==> src/rtl/ws2812_frame_sequencer.sv <==
`default_nettype none
// ============================================================================
//  Module      : ws2812_frame_sequencer
//  Description : Walks the pixel/byte indices of one WS2812 frame. For each
//                byte it fetches from the colour source, offers the byte to
//                the output shifter, and after the last byte holds the line
//                idle for the latch gap before pulsing frame_done.
//  Revision    : 1.0 - initial release
// ============================================================================
module ws2812_frame_sequencer #(
    parameter int LED_COUNT     = 60,
    parameter int BYTES_PER_LED = 3,
    parameter int LATCH_CYCLES  = 1200,
    localparam int IDX_W        = (LED_COUNT > 1) ? $clog2(LED_COUNT) : 1
) (
    input  logic             clk,
    input  logic             rst,
    input  logic             frame_req,
    output logic             byte_fetch,
    output logic [IDX_W-1:0] pixel_index,
    output logic [1:0]       byte_index,
    input  logic [7:0]       byte_in,
    output logic [7:0]       shifter_data,
    output logic             shifter_valid,
    input  logic             shifter_req,
    output logic             frame_busy,
    output logic             frame_done,
    output logic             underrun
);

    // The latch counter only needs to hold LATCH_CYCLES-1.
    localparam int CNT_W = (LATCH_CYCLES > 1) ? $clog2(LATCH_CYCLES) : 1;

    localparam logic [IDX_W-1:0] LAST_PIXEL = IDX_W'(LED_COUNT - 1);
    localparam logic [1:0]       LAST_BYTE  = 2'(BYTES_PER_LED - 1);
    localparam logic [CNT_W-1:0] LATCH_LOAD = CNT_W'(LATCH_CYCLES - 1);

    typedef enum logic [2:0] {
        S_IDLE   = 3'd0,
        S_FETCH  = 3'd1,
        S_LOAD   = 3'd2,
        S_STREAM = 3'd3,
        S_LATCH  = 3'd4
    } state_t;

    state_t           state;
    state_t           state_nxt;
    logic             pending;
    logic             pending_nxt;
    logic [CNT_W-1:0] latch_cnt;
    logic [CNT_W-1:0] latch_cnt_nxt;

    logic             byte_fetch_nxt;
    logic [IDX_W-1:0] pixel_index_nxt;
    logic [1:0]       byte_index_nxt;
    logic [7:0]       shifter_data_nxt;
    logic             shifter_valid_nxt;
    logic             frame_busy_nxt;
    logic             frame_done_nxt;
    logic             underrun_nxt;

    logic             last_byte;

    assign last_byte = (pixel_index == LAST_PIXEL) && (byte_index == LAST_BYTE);

    // State and every output are registered here; all decisions live in the
    // combinational block below.
    always_ff @(posedge clk or posedge rst) begin
        if (rst) begin
            state         <= S_IDLE;
            pending       <= 1'b0;
            latch_cnt     <= '0;
            byte_fetch    <= 1'b0;
            pixel_index   <= '0;
            byte_index    <= '0;
            shifter_data  <= '0;
            shifter_valid <= 1'b0;
            frame_busy    <= 1'b0;
            frame_done    <= 1'b0;
            underrun      <= 1'b0;
        end else begin
            state         <= state_nxt;
            pending       <= pending_nxt;
            latch_cnt     <= latch_cnt_nxt;
            byte_fetch    <= byte_fetch_nxt;
            pixel_index   <= pixel_index_nxt;
            byte_index    <= byte_index_nxt;
            shifter_data  <= shifter_data_nxt;
            shifter_valid <= shifter_valid_nxt;
            frame_busy    <= frame_busy_nxt;
            frame_done    <= frame_done_nxt;
            underrun      <= underrun_nxt;
        end
    end

    // Next-state and next-output logic. byte_fetch is raised on entry to
    // FETCH so that the registered pulse coincides with the FETCH cycle.
    always_comb begin
        state_nxt         = state;
        pending_nxt       = pending;
        latch_cnt_nxt     = latch_cnt;
        byte_fetch_nxt    = 1'b0;
        pixel_index_nxt   = pixel_index;
        byte_index_nxt    = byte_index;
        shifter_data_nxt  = shifter_data;
        shifter_valid_nxt = shifter_valid;
        frame_busy_nxt    = frame_busy;
        frame_done_nxt    = 1'b0;
        underrun_nxt      = underrun;

        // A request arriving mid-frame is remembered (one deep) and served
        // from IDLE right after frame_done.
        if (frame_req && (state != S_IDLE)) begin
            pending_nxt = 1'b1;
        end

        case (state)
            S_IDLE: begin
                if (frame_req || pending) begin
                    state_nxt       = S_FETCH;
                    pixel_index_nxt = '0;
                    byte_index_nxt  = '0;
                    frame_busy_nxt  = 1'b1;
                    pending_nxt     = 1'b0;
                    byte_fetch_nxt  = 1'b1;
                end
            end

            S_FETCH: begin
                state_nxt = S_LOAD;
                if (shifter_req) begin
                    underrun_nxt = 1'b1;
                end
            end

            S_LOAD: begin
                state_nxt         = S_STREAM;
                shifter_data_nxt  = byte_in;
                shifter_valid_nxt = 1'b1;
                if (shifter_req) begin
                    underrun_nxt = 1'b1;
                end
            end

            S_STREAM: begin
                if (shifter_req) begin
                    shifter_valid_nxt = 1'b0;
                    if (last_byte) begin
                        state_nxt     = S_LATCH;
                        latch_cnt_nxt = LATCH_LOAD;
                    end else begin
                        state_nxt      = S_FETCH;
                        byte_fetch_nxt = 1'b1;
                        if (byte_index == LAST_BYTE) begin
                            byte_index_nxt  = '0;
                            pixel_index_nxt = pixel_index + IDX_W'(1);
                        end else begin
                            byte_index_nxt = byte_index + 2'd1;
                        end
                    end
                end
            end

            S_LATCH: begin
                if (latch_cnt == '0) begin
                    state_nxt       = S_IDLE;
                    frame_done_nxt  = 1'b1;
                    frame_busy_nxt  = 1'b0;
                    pixel_index_nxt = '0;
                    byte_index_nxt  = '0;
                end else begin
                    latch_cnt_nxt = latch_cnt - CNT_W'(1);
                end
            end

            default: begin
                state_nxt = S_IDLE;
            end
        endcase
    end

endmodule
`default_nettype wire
==> config.mk <==
export PLATFORM = sky130hd
export DESIGN_NAME = ws2812_frame_sequencer
export DESIGN_NICKNAME = d
export VERILOG_FILES = /design/src/rtl/ws2812_frame_sequencer.sv
export SDC_FILE = /design/constraint.sdc
export NUM_CORES = 1
export LEC_CHECK = 0
export CELL_PAD_IN_SITES_DETAIL_PLACEMENT = 0
export CELL_PAD_IN_SITES_GLOBAL_PLACEMENT = 2
export CORE_MARGIN = 4
export CORE_UTILIZATION = 34
export DETAILED_ROUTE_END_ITERATION = 7
export GPL_TIMING_DRIVEN = 1
export MAX_ROUTING_LAYER = met4
export PLACE_DENSITY = 0.82
export SLEW_MARGIN = 40
export SYNTH_ARGS = -nofsm -noshare
export SYNTH_HDL_FRONTEND = slang
export SYNTH_SLANG_ARGS = --single-unit
==> constraint.sdc <==
create_clock -name clk -period 3.2 [get_ports clk]
set_clock_uncertainty 0.15 [all_clocks]
set_input_delay 0.48 -clock clk [delete_from_list [all_inputs] [get_ports clk]]
set_output_delay 0.48 -clock clk [all_outputs]
set_load 0.005 [all_outputs]
==> results.py <==
metrics = {
    "detailed_routing": {
        "routed_wl_um": 4430,
        "drt_iter0_drc": 89,
        "avgRoutedWirePerCell_um": 15.9,
        "postRouteAntennaNets": 0,
        "drc": 0,
        "via_per_inst": 5.20,
        "first_pass_iters": 4,
        "vias": 1451,
    },
    "clock_tree": {
        "cts_hold_buf": 0,
        "cts_resized": 0,
        "root_buffer": "clkbuf_8",
        "cts_tree": "built",
        "clk_pin_slew_ps": 80,
        "cts_htree_levels": 2,
        "cts_setup_buffers": 0,
        "cts.sinks": 36,
        "cts_buffer_depth": 2,
        "insertion_delay_ps": 290,
        "cts_buffers": 5,
    },
    "global_route": {
        "grt_pass1_vias": 1508,
        "grt_overflow": 0,
        "grt_pass1_wl_um": 7740,
        "grt_usage_pct": 14.2,
        "antenna_found_initial": 0,
        "grt_max_degree": 37,
    },
    "power": {
        "clockPowerShare_pct": 19.0,
        "power_density_nw_per_um2": 710,
        "p_leak_uw": 0.000974,
        "switchingPower_uw": 570,
        "intPower_uw": 1120,
        "peakVddDrop_mv": 0.386,
        "swShare_pct": 33.7,
        "combPwrFrac_pct": 39.5,
        "power_uw": 1690,
        "sequentialPowerShare_pct": 41.5,
    },
    "timing": {
        "relSlewSlack_pct": 45.0,
        "fin_hold_ws_ps": 341,
        "min_period_ps": 2680,
        "worst_pin_slew_ps": 824,
        "fin_tns_setup_ps": 0,
        "setup_viol": 0,
        "hold_viol_final": 0,
        "report.final.slew_viol_count": 0,
        "rsz0062_at_grt": "false",
        "timing.final.crit_share_pct": 83.7,
        "max_clock_freq_mhz": 373,
    },
    "setup_path": {
        "cp.depth": 6,
        "worst-path-buf-inv": 1,
        "regToRegEndpoint": "latch_cnt[0]",
        "cp.required_ps": 3220,
        "rrSetupSlack_ps": 520,
        "end_kind": "flip-flop",
        "slowest_stage": "o41ai_4",
        "r2r-start": "latch_cnt[0]",
        "crit_fanout": 13,
        "crit_chain": "inv_1 > ha_1 > or3b_2 > o41ai_4 > a21oi_1 > mux2_2",
        "critical_path.max_stage_delay_ps": 670,
        "cp_top_family": "compound AO/OA/AOI/OAI gates",
        "crit_path_start_kind": "flip-flop",
        "critical_path_class": "reg2reg",
        "cp.arrival_ps": 2700,
        "reg2regPathDepth": 6,
    },
    "cells_and_area": {
        "final_cell_area_um2": 2380,
        "fin_util_pct": 43.5,
        "area_growth_pct": 24.5,
        "layout.nets": 220,
        "layout-drive-gt1-share_pct": 18.8,
        "antenna_cells": 0,
    },
    "yosys": {
        "synth.area.top_cells": "dfrtp_1, mux2_2, mux2i_1, nand2_1, nand2b_1",
        "yosysTopAreaCell": "dfrtp_1",
        "ys_seq_elements": 36,
        "syn_area_per_cell_um2": 11.1,
        "synthFlopType": "dfrtp_1",
        "synth-edff-count": 0,
        "yosysWarnings": 0,
        "ys_async_sr_fraction_pct": 100,
        "syn_area_um2": 1910,
        "yosysUniqueCellTypes": 50,
        "synthesis.nets": 186,
        "ys_seq_area_share_pct": 47.1,
        "yosysTopAreaCellShare_pct": 47.1,
        "synthCells": 172,
    },
    "floorplan": {
        "start_util_pct": 35.0,
        "core-area_um2": 5470,
        "die_area_um2": 6890,
        "die_x_um": 83.0,
        "dieHeight_um": 83.0,
        "rows": 27,
        "ioPinCount": 33,
    },
    "run_status": {
        "outcome": "finished clean",
    },
    "worst_hold_path": {
        "hold_start": "underrun",
        "hold_path_depth": 1,
        "hold_path_end": "underrun",
        "holdCritPathClass": "reg2reg",
    },
    "placed_design": {
        "gp_congestion": 0.830,
        "hpwl_um": 3220,
        "portBuffers": 32,
        "dpl_cell_area_um2": 2290,
    },
    "job": {
        "maxCapViolCount": 0,
    },
}
placed cells by master, fill, tap and decap left out, types with 4 or more instances in the layout:
cell type / Yosys / final
dfrtp_1: 36 / 36
clkdlybuf4s50_1: 0 / 32
nand2_1: 14 / 14
mux2_2: 11 / 11
inv_1: 9 / 9
nand2b_1: 8 / 8
a21oi_1: 6 / 6
mux2i_1: 6 / 6
nor2_1: 5 / 5
clkbuf_8: 0 / 5
or4_1: 4 / 4
and3_1: 4 / 4
a211oi_1: 4 / 4
or3_1: 4 / 4
synth_stat cells (2+ instances only):
master	n
nor2_1	5
inv_1	9
nor3_1	3
buf_6	2
nand3b_1	2
nand4_1	2
a31oi_1	3
a21o_1	2
ha_1	2
a211oi_1	4
clkbuf_1	3
dfrtp_1	36
or4_1	4
or3_1	4
a2111oi_0	2
or2_2	2
and3b_1	2
nor3b_2	2
mux2_2	11
nand2_1	14
o21ai_0	3
buf_2	2
mux2_4	3
a21oi_1	6
nand2b_1	8
and3_1	4
mux2i_1	6
nand3_1	3
a211oi_2	2
registers in the layout, summed over array words and instances, names as in the netlist:
register	flops
byte_fetch	1
byte_index	2
frame_busy	1
frame_done	1
latch_cnt	11
pending	1
pixel_index	6
shifter_data	8
shifter_valid	1
state	3
underrun	1
through the flow:
| stage | instances | worst slack (ps) |
|---|---|---|
| 4_1_cts | 279 | 508 |
| 5_1_grt | 279 | 331 |
| 3_3_place_gp | 271 | 654 |
| 3_5_place_dp | 271 | 536 |
| 6_report | 279 | 520 |
| 2_1_floorplan | 172 | 999 |
area by class of cell:
type                    instances  area (µm²)
clock inverters                 3        18.8
inverters                       9        33.8
repair buffers                 34         335
well taps                      72        90.1
flip-flops and latches         36         901
fillers                       535        3090
multi-input cells             120         935
clock buffers                   5        68.8
metal layers:
layer,global-route usage (%),part of all wire (%),vias up
met2,22.7,50,17
li1,-,-,698
met3,3.37,2.7,4
met5,-,0,-
met4,4.46,1.1,0
met1,17.7,46,732
power by group through the flow:
stage               sequential, µW  combinational, µW  clock (µW)
floorplan                      670                415           0
global placement               698                659           0
detailed placement             709                675           0
CTS                            701                679         334
global route                   721                732         356
finish                         702                668         321
kinds of logic (layout without fill, tap and decap cells):
logic type / after synthesis / in the layout / share of synthesized area, %
and+or+nand+nor: 62 / 62 / 19.8
AOI/OAI and AO/OA: 35 / 35 / 15.4
xor gates and xnor gates: 1 / 1 / 0.458
DFF: 36 / 36 / 47.1
adders and majority gates: 2 / 2 / 1.31
muxes: 20 / 20 / 12.0
buffers and inverters: 16 / 51 / 4.05
how the worst max path moves through the flow:
stage | from | end | slack (ps)
after global routing | latch_cnt[0] | latch_cnt[0] | 330
after detailed placement | latch_cnt[0] | latch_cnt[1] | 540
after floorplan | latch_cnt[0] | byte_index[0] | 1000
after global placement | latch_cnt[0] | latch_cnt[1] | 650
after CTS | latch_cnt[0] | latch_cnt[0] | 510
final | latch_cnt[0] | latch_cnt[0] | 520
Note: power is estimated with default switching activity, not from simulation.
